<file path="src/rtl/mem_pkg.sv">
`default_nettype none
// ============================================================================
// Module      : mem_pkg
// Description : Shared types and constants for the memory port arbiter.
//               - C_ADDR_W / C_DATA_W : default memory address/data widths
//               - owner_e             : which requester issued a read
//               - rd_tag_t            : {valid, owner} in-flight read tag
// Revision    : 1.0 - initial release
// ============================================================================
package mem_pkg;

    localparam int C_ADDR_W = 12;
    localparam int C_DATA_W = 16;

    typedef enum logic {
        OWNER_FETCH = 1'b0,
        OWNER_DATA  = 1'b1
    } owner_e;

    typedef struct packed {
        logic   valid;
        owner_e owner;
    } rd_tag_t;

    localparam rd_tag_t C_TAG_NONE = '{valid: 1'b0, owner: OWNER_FETCH};

endpackage
`default_nettype wire

</file>
<file path="src/rtl/rd_tag_pipe.sv">
`default_nettype none
// ============================================================================
// Module      : rd_tag_pipe
// Description : DEPTH-deep shift register of read tags. A tag pushed at the
//               end of cycle t appears on the head outputs in cycle t+DEPTH,
//               lining up with the read data returned by the memory.
// Ports       : clock, reset      - clock, asynchronous active-high reset
//               push_valid/owner  - tag entering the pipe this cycle
//               head_valid/owner  - tag leaving the pipe this cycle
// Revision    : 1.0 - initial release
// ============================================================================
module rd_tag_pipe
    import mem_pkg::*;
#(
    parameter int DEPTH = 2
) (
    input  logic clock,
    input  logic reset,
    input  logic push_valid,
    input  logic push_owner,
    output logic head_valid,
    output logic head_owner
);

    rd_tag_t r_stage [DEPTH];
    rd_tag_t w_push;

    assign w_push = '{valid: push_valid, owner: owner_e'(push_owner)};

    // Reset clears every stage so reads in flight at reset never return.
    always_ff @(posedge clock or posedge reset) begin
        if (reset) begin
            for (int i = 0; i < DEPTH; i++) begin
                r_stage[i] <= C_TAG_NONE;
            end
        end else begin
            r_stage[0] <= w_push;
            for (int i = 1; i < DEPTH; i++) begin
                r_stage[i] <= r_stage[i-1];
            end
        end
    end

    assign head_valid = r_stage[DEPTH-1].valid;
    assign head_owner = r_stage[DEPTH-1].owner;

endmodule
`default_nettype wire

</file>
<file path="src/rtl/mem_port_arbiter.sv">
`default_nettype none
// ============================================================================
// Module      : mem_port_arbiter
// Description : Shares one synchronous memory port between instruction fetch
//               and data load/store. Data wins collisions unless fetch has
//               been held off for STARVE_LIMIT consecutive data grants.
//               Read returns are routed back to the issuing requester using
//               a tag pipe aligned to the memory read latency.
// Ports       : clock, reset               - clock, async active-high reset
//               if_req/if_addr/if_gnt       - fetch request / grant
//               if_rvalid/if_rdata          - fetch read return
//               d_req/d_we/d_addr/d_wdata   - data request
//               d_gnt, d_rvalid/d_rdata     - data grant / load return
//               stall                       - fetch waiting this cycle
//               m_addr/m_data/m_rw, m_q     - memory port (outputs registered)
// Revision    : 1.0 - initial release
// ============================================================================
module mem_port_arbiter
    import mem_pkg::*;
#(
    parameter int ADDR_W       = C_ADDR_W,
    parameter int DATA_W       = C_DATA_W,
    parameter int RD_LATENCY   = 2,
    parameter int STARVE_LIMIT = 4
) (
    input  logic              clock,
    input  logic              reset,
    input  logic              if_req,
    input  logic [ADDR_W-1:0] if_addr,
    output logic              if_gnt,
    output logic              if_rvalid,
    output logic [DATA_W-1:0] if_rdata,
    input  logic              d_req,
    input  logic              d_we,
    input  logic [ADDR_W-1:0] d_addr,
    input  logic [DATA_W-1:0] d_wdata,
    output logic              d_gnt,
    output logic              d_rvalid,
    output logic [DATA_W-1:0] d_rdata,
    output logic              stall,
    output logic [ADDR_W-1:0] m_addr,
    output logic [DATA_W-1:0] m_data,
    output logic              m_rw,
    input  logic [DATA_W-1:0] m_q
);

    localparam int                 C_CNT_W = $clog2(STARVE_LIMIT + 1);
    localparam logic [C_CNT_W-1:0] C_LIMIT = C_CNT_W'(STARVE_LIMIT);

    logic [C_CNT_W-1:0] r_starve_cnt;
    logic [C_CNT_W-1:0] w_starve_nxt;
    logic               w_if_gnt;
    logic               w_d_gnt;
    logic               w_starved;
    logic               w_push_valid;
    logic               w_push_owner;
    logic               w_head_valid;
    logic               w_head_owner;

    // ------------------------------------------------------------------
    // Arbitration: grants are suppressed while reset is held so nothing
    // downstream sees a handshake during reset.
    // ------------------------------------------------------------------
    assign w_starved = if_req && (r_starve_cnt == C_LIMIT);

    always_comb begin
        w_if_gnt = 1'b0;
        w_d_gnt  = 1'b0;
        if (!reset) begin
            if (d_req && !w_starved) begin
                w_d_gnt = 1'b1;
            end else if (if_req) begin
                w_if_gnt = 1'b1;
            end
        end
    end

    // Counts data grants that bypassed a waiting fetch; saturating.
    always_comb begin
        w_starve_nxt = r_starve_cnt;
        if (!if_req || w_if_gnt) begin
            w_starve_nxt = '0;
        end else if (w_d_gnt && (r_starve_cnt != C_LIMIT)) begin
            w_starve_nxt = r_starve_cnt + 1'b1;
        end
    end

    always_ff @(posedge clock or posedge reset) begin
        if (reset) begin
            r_starve_cnt <= '0;
        end else begin
            r_starve_cnt <= w_starve_nxt;
        end
    end

    // ------------------------------------------------------------------
    // Issue registers. m_rw drops whenever nothing is granted, so each
    // store occupies the port for exactly one cycle. m_data only changes
    // on a store.
    // ------------------------------------------------------------------
    always_ff @(posedge clock or posedge reset) begin
        if (reset) begin
            m_addr <= '0;
            m_data <= '0;
            m_rw   <= 1'b0;
        end else begin
            m_rw <= w_d_gnt && d_we;
            if (w_d_gnt) begin
                m_addr <= d_addr;
                if (d_we) begin
                    m_data <= d_wdata;
                end
            end else if (w_if_gnt) begin
                m_addr <= if_addr;
            end
        end
    end

    // ------------------------------------------------------------------
    // Read tracking: every fetch and every load pushes a valid tag; stores
    // and idle cycles push a bubble so the head stays cycle-aligned.
    // ------------------------------------------------------------------
    assign w_push_valid = w_if_gnt || (w_d_gnt && !d_we);
    assign w_push_owner = w_d_gnt ? OWNER_DATA : OWNER_FETCH;

    rd_tag_pipe #(
        .DEPTH      (RD_LATENCY)
    ) u_rd_tag_pipe (
        .clock      (clock),
        .reset      (reset),
        .push_valid (w_push_valid),
        .push_owner (w_push_owner),
        .head_valid (w_head_valid),
        .head_owner (w_head_owner)
    );

    assign if_gnt    = w_if_gnt;
    assign d_gnt     = w_d_gnt;
    assign stall     = if_req && !w_if_gnt && !reset;
    assign if_rvalid = w_head_valid && (w_head_owner == OWNER_FETCH);
    assign d_rvalid  = w_head_valid && (w_head_owner == OWNER_DATA);
    assign if_rdata  = m_q;
    assign d_rdata   = m_q;

endmodule
`default_nettype wire

</file>
<file path="config.mk">
export PLATFORM = sky130hd
export DESIGN_NAME = mem_port_arbiter
export DESIGN_NICKNAME = d
export VERILOG_FILES = /design/src/rtl/mem_pkg.sv /design/src/rtl/rd_tag_pipe.sv /design/src/rtl/mem_port_arbiter.sv
export SDC_FILE = /design/constraint.sdc
export NUM_CORES = 1
export LEC_CHECK = 0
export ABC_AREA = 1
export CELL_PAD_IN_SITES_DETAIL_PLACEMENT = 1
export CELL_PAD_IN_SITES_GLOBAL_PLACEMENT = 2
export CORE_UTILIZATION = 20
export CTS_BUF_LIST = sky130_fd_sc_hd__clkbuf_2
export DETAILED_ROUTE_END_ITERATION = 10
export MAX_ROUTING_LAYER = met4
export PLACE_DENSITY = 0.93
export SLEW_MARGIN = 20
export SYNTH_ARGS = -nofsm -noshare
export SYNTH_HDL_FRONTEND = slang
export SYNTH_SLANG_ARGS = --single-unit
</file>
<file path="constraint.sdc">
create_clock -name clock -period 4.11 [get_ports clock]
set_clock_uncertainty 0.1 [all_clocks]
set_input_delay 0.822 -clock clock [delete_from_list [all_inputs] [get_ports clock]]
set_output_delay 0.822 -clock clock [all_outputs]
set_load 0.01 [all_outputs]
</file>
==> results of run 1 <==
-- final timing paths --
kind	startpoint	to	slack, ns	cells after the start
worst max register to register	r_starve_cnt[0]$_DFFE_PP0P_	m_data[15]$_DFFE_PP0P_	2.33	6
max in group asynchronous	reset	u_rd_tag_pipe.head_valid$_DFF_PP0_	2.51	3
worst min register to register	u_rd_tag_pipe.r_stage[2]$_DFF_PP0_	u_rd_tag_pipe.head_owner$_DFF_PP0_	0.33	0
min in group asynchronous	reset	m_data[10]$_DFFE_PP0P_	0.99	3
worst min-delay path	u_rd_tag_pipe.r_stage[2]$_DFF_PP0_	u_rd_tag_pipe.head_owner$_DFF_PP0_	0.33	0
worst max-delay path	if_req	d_gnt	0.65	5
-- cells by family (layout without fill, tap and decap cells) --
group                      Yosys count  count (layout)
xor gates and xnor gates             1               1
buffers and inverters               63             111
DFF                                 36              36
AOI/OAI and AO/OA                    4               4
and+or+nand+nor                    135             135
adders and majority gates            2               2
-- worst max-delay path: cells and delay by family --
family	cells	cell delay [ns]
simple gates	2	0.48
buf+inv	3	1.23
-- routing by layer --
metal | vias to the layer above | GRT usage, %
met3 | 13 | 2.98
met4 | 0 | 4.12
met2 | 41 | 18.2
met1 | 768 | 14.5
met5 | - | -
li1 | 793 | -
-- area by class of cell --
class / count / area share (%)
flip-flops and latches: 36 / 34.0
clock inverters: 3 / 0.709
well taps: 129 / 6.10
repair buffers: 81 / 30.3
inverters: 22 / 3.12
multi-input cells: 142 / 24.8
clock buffers: 5 / 0.945
-- sequential cells by signal, summed over array words and instances (netlist names) --
register / count
m_rw: 1
u_rd_tag_pipe.r_stage: 2
u_rd_tag_pipe.head_owner: 1
r_starve_cnt: 3
m_addr: 12
u_rd_tag_pipe.head_valid: 1
m_data: 16
-- power by group --
part	internal (mW)	switching, mW	total (mW)
clock	0.0412	0.133	0.174
sequential	0.399	0.0271	0.426
combinational	0.138	0.105	0.243
total	0.578	0.265	0.843
-- Yosys cell counts --
cell     number  area [µm²]
xnor2_1       1        8.76
nor2_4        1        11.3
buf_4        34         255
nand4_2       1        12.5
o21ai_0       4        20.0
buf_2         4        20.0
inv_1        21        78.8
nand4_1      12        75.1
nor2_1        1        3.75
nand2_1     113         424
buf_6         3        33.8
ha_1          2        25.0
nand3_4       2        35.0
inv_2         1        3.75
dfrtp_1      36         901
nand3_1       4        20.0
nor2_8        1        20.0
-- metrics by stage --
step	utilization (%)	setup WS (ns)	hold WS [ns]
global route	28.4	0.506	0.355
detailed placement	27.9	0.598	0.254
floorplan	-	1.81	0.231
global placement	27.9	0.634	0.236
CTS	28.4	0.603	0.318
finish	28.4	0.647	0.325
==> impl_metrics.toml, run 1 <==
[critical_path]
worstPathRequired_ns = 3.19
crit_fanout = 16
critPathCaptureType = "output port"
crit_chain = "clkdlybuf4s50_1 -> nand3_4 -> nand3_4 -> inv_1 -> clkdlybuf4s50_1"
cp.arrival_ns = 2.54
critical-path-max-stage-delay_ns = 0.57
crit_type = "input pin to output port"
cpMaxStageDelayCell = "clkdlybuf4s50_1"
startpoint_type = "input pin"

[sta]
fin_setup_tns_ns = 0
maxSlewHeadroom_pct = 37.3
fin_crit_sh_pct = 84.2
hold_viol_final = 0
rsz0062_at_grt = "no"
period_needed_ns = 3.46
max_freq_ghz = 0.289
tightest_slew_ns = 0.934
finalSetupViolations = 0
maxSlewViolCount = 0

[detailed_routing]
drtIter0Drc = 70
wl_um = 5320
vias_per_cell = 3.86
wl_met3_um = 272
first_pass_iters = 4
top_layer = "met4"
route.met2.wl_um = 2550
via_count = 1615
post-route-drc-count = 0
antenna_left = 0
route.layer.met1.wl_um = 2450
avgRoutedWirePerCell_um = 12.7

[cts]
cts.path.max_buffers = 2
post_cts_buffers = 0
postCtsHoldBufs = 0
ctsHtreeMaxLevel = 2
cts-root-buf = "clkbuf_2"
cts_tree = "built"
clk_latency_ns = 0.41
clk_pin_slew_ns = 0.23
cts_sinks = 36
cts_buffers = 5
postCtsResizedCells = 0

[placed_design]
io_buffers = 78
routabilityCongestion = 0.746
dp_hpwl_um = 4000
dp.cells = 410
place_area_um2 = 2600

[logic_synthesis]
synth_top_family_by_area = "simple AND/OR/NAND/NOR gates"
ys_seq_area_share_pct = 46.2
synth_seq_cells = 36
syn_inst = 241
synth.distinct_cells = 17
synthAdderAreaFrac_pct = 1.28
syn_area_um2 = 1950
synth_compound_area_share_pct = 1.03
syn_nets = 304
synth.avg_cell_area_um2 = 8.08
synthMuxAreaShare_pct = 0
ys_warn_count = 0
synth-xor-area-share_pct = 0.450
yosys.area_share.simple_pct = 30.9

[power]
total_power_uw = 843
cellLeakagePower_nw = 1.32
ir_drop_mv = 0.117
p_per_area_nw_per_um2 = 318

[final_layout]
regArea_um2 = 901
antenna_cells = 0
stdcell_area_um2 = 2650
fin_cells = 418
final_cell_mix = "nand2_1, clkdlybuf4s50_1, dfrtp_1, inv_1, nand4_1"
area_delta_synth_final_pct = 35.9
finalNetCount = 351
nFillCells = 1107
multi_input_area_um2 = 656
layout_commonest_cell = "nand2_1"
drive_above_1_share_pct = 5.88

[global_routing]
grt_pass1_wl_um = 8830
grt_pass1_vias = 1773
grt_usage_pct = 11.6
antenna_found_initial = 0
grt_max_degree = 51
grt.overflow.total = 0

[status]
status = "complete, no violations"

[floorplan]
core-area_um2 = 9330
fp.dieArea_um2 = 10100
start_util_pct = 20.9
num_io_pins = 127
rows = 35
die_h_um = 101
dieWidth_um = 101

[run]
drv_cap = 0

[hold_path]
hold_path.class = "flop to flop"
Note: power is estimated with default switching activity, not from simulation.
==> inputs of run 2 (changes only) <==
--- a/config.mk
+++ b/config.mk
@@ -8,11 +8,11 @@
 export ABC_AREA = 1
 export CELL_PAD_IN_SITES_DETAIL_PLACEMENT = 1
 export CELL_PAD_IN_SITES_GLOBAL_PLACEMENT = 2
-export CORE_UTILIZATION = 20
+export CORE_UTILIZATION = 19
 export CTS_BUF_LIST = sky130_fd_sc_hd__clkbuf_2
 export DETAILED_ROUTE_END_ITERATION = 10
 export MAX_ROUTING_LAYER = met4
-export PLACE_DENSITY = 0.93
+export PLACE_DENSITY = 0.89
 export SLEW_MARGIN = 20
 export SYNTH_ARGS = -nofsm -noshare
 export SYNTH_HDL_FRONTEND = slang
==> constraint.sdc (replaced) <==
create_clock -name clock -period 3.35 [get_ports clock]
set_clock_uncertainty 0.1 [all_clocks]
set_input_delay 0.67 -clock clock [delete_from_list [all_inputs] [get_ports clock]]
set_output_delay 0.67 -clock clock [all_outputs]
set_load 0.01 [all_outputs]
==> run 2 against run 1 <==
Against the previous run: die area grew 5.2%; first-iteration DRC count decreased by 50%; design area rose by 0.61%; largest cell class unchanged; clock power increased by 9%; worst setup slack got worse by 0.39 ns; utilization is 1.4 points lower; via count grew 2.1%; flip-flop and latch count did not move.
==> impl_metrics.toml, run 2 (synthesis results as in run 1) <==
[status]
status = "complete, no violations"

[detailed_routing]
vias_per_cell = 3.89
drtIter0Drc = 35
post-route-drc-count = 0
antenna_left = 0
via_count = 1649
first_pass_iters = 4
avgRoutedWirePerCell_um = 12.3
wl_um = 5200

[critical_path]
worstPathRequired_ns = 2.58
crit_chain = "clkdlybuf4s50_1 -> inv_1 -> nor2_4 -> nand3_1 -> inv_1 -> clkdlybuf4s50_1"
crit_family = "buffers and inverters"
worst-path-buf-inv = 4
startpoint_type = "input pin"
crit_type = "input pin to output port"
cpMaxStageDelayCell = "clkdlybuf4s50_1"
cp.arrival_ns = 2.32
critPathCaptureType = "output port"
crit_fanout = 6
critical-path-max-stage-delay_ns = 0.62

[cts]
post_cts_buffers = 0
cts_tree = "built"
cts_sinks = 36
cts-root-buf = "clkbuf_2"
postCtsHoldBufs = 0
postCtsResizedCells = 0
ctsHtreeMaxLevel = 2
cts.path.max_buffers = 2
clk_pin_slew_ns = 0.18
clk_latency_ns = 0.36
cts_buffers = 5

[power]
ir_drop_mv = 0.118
combPwrFrac_pct = 29.8
p_per_area_nw_per_um2 = 380
total_power_mw = 1.01
internal-power_uw = 703
p_sw_share_pct = 30.4
p_clk_share_pct = 18.7
cellLeakagePower_nw = 1.32
seqPwrFrac_pct = 51.5
switchingPower_uw = 308

[sta]
hold_slack_ns = 0.277
tightest_slew_ns = 0.618
hold_viol_final = 0
rsz0062_at_grt = "no"
setup_slack_ns = 0.256
finalSetupViolations = 0
period_needed_ns = 3.09
maxSlewHeadroom_pct = 58.8
fin_setup_tns_ns = 0
maxSlewViolCount = 0
fin_crit_sh_pct = 92.4
max_freq_ghz = 0.323

[placed_design]
dp_hpwl_um = 3950
io_buffers = 78
dp_slack_ns = 0.252
routabilityCongestion = 0.659
place_area_um2 = 2630

[floorplan]
num_io_pins = 127
die_h_um = 103
fp.dieArea_um2 = 10700
dieWidth_um = 103
start_util_pct = 19.7
core-area_um2 = 9860
rows = 36

[hold_path]
hold_path.class = "flop to flop"

[final_layout]
finalNetCount = 354
antenna_cells = 0
largest_reg_flops = 16
top_register = "m_data"
drive_above_1_share_pct = 5.84
final_cell_mix = "nand2_1, clkdlybuf4s50_1, dfrtp_1, inv_1, nand4_1"
stdcell_area_um2 = 2660
reg.largest.list = "m_data: 16 flops, m_addr: 12 flops, r_starve_cnt: 3 flops"
layout_commonest_cell = "nand2_1"
area_delta_synth_final_pct = 36.7

[global_routing]
grt_pass1_vias = 1763
grt_max_degree = 51
grt_usage_pct = 10.9
grt.overflow.total = 0
grt_pass1_wl_um = 8630
antenna_found_initial = 0

[run]
drv_cap = 0
run 2: layout make-up:
class / count / area, µm²
fill: 1187 / 7200
sequential: 36 / 901
timing repair buffer: 84 / 826
multi-input combinational: 142 / 656
tap: 133 / 166
inverter: 22 / 82.6
clock buffer: 5 / 25.0
clock inverter: 2 / 7.51
run 2: per-stage QoR:
| stage | std cells | util, % |
|---|---|---|
| after global placement | 417 | 26.7 |
| after CTS | 424 | 27.0 |
| final | 424 | 27.0 |
| after global routing | 424 | 27.0 |
| after floorplan | 241 | - |
| after detailed placement | 417 | 26.7 |
run 2: power groups by stage:
stage / clock network (mW) / registers, mW / logic [mW]
floorplan: 0 / 0.551 / 0.132
global placement: 0 / 0.529 / 0.300
detailed placement: 0 / 0.530 / 0.307
CTS: 0.211 / 0.523 / 0.308
global route: 0.230 / 0.529 / 0.335
finish: 0.189 / 0.521 / 0.301
run 2: layer usage:
layer / track usage (%) / share of wire [%]
met5: - / 0
met2: 17.1 / 48
met3: 2.49 / 4.6
met4: 3.14 / 0.37
met1: 14.0 / 47
run 2: path summary, 6_finish.rpt:
kind / startpoint / endpoint / slack [ns] / cells after the start
max: if_req / stall / 0.26 / 6
min: u_rd_tag_pipe.r_stage[2]$_DFF_PP0_ / u_rd_tag_pipe.head_owner$_DFF_PP0_ / 0.28 / 0
max reg2reg: r_starve_cnt[0]$_DFFE_PP0P_ / m_data[0]$_DFFE_PP0P_ / 1.63 / 6
min reg2reg: u_rd_tag_pipe.r_stage[2]$_DFF_PP0_ / u_rd_tag_pipe.head_owner$_DFF_PP0_ / 0.28 / 0
max in group asynchronous: reset / m_addr[0]$_DFFE_PP0P_ / 1.85 / 3
min in group asynchronous: reset / r_starve_cnt[2]$_DFFE_PP0P_ / 0.87 / 3
run 2: worst reg2reg max path: cells and delay by family, from the launching register on:
family                     cells  cell delay (ns)
and+or+nand+nor                4             0.82
buffers and inverters          1             0.06
DFF                            1             0.43
adders and majority gates      1             0.22
==> inputs of run 3 (changes only) <==
--- a/config.mk
+++ b/config.mk
@@ -13,6 +13,7 @@
 export DETAILED_ROUTE_END_ITERATION = 10
 export MAX_ROUTING_LAYER = met4
 export PLACE_DENSITY = 0.89
+export SKIP_CTS_REPAIR_TIMING = 1
 export SLEW_MARGIN = 20
 export SYNTH_ARGS = -nofsm -noshare
 export SYNTH_HDL_FRONTEND = slang
==> results of run 3 <==
Same layout as run 2: the final DEF is identical, and so are final timing and power.
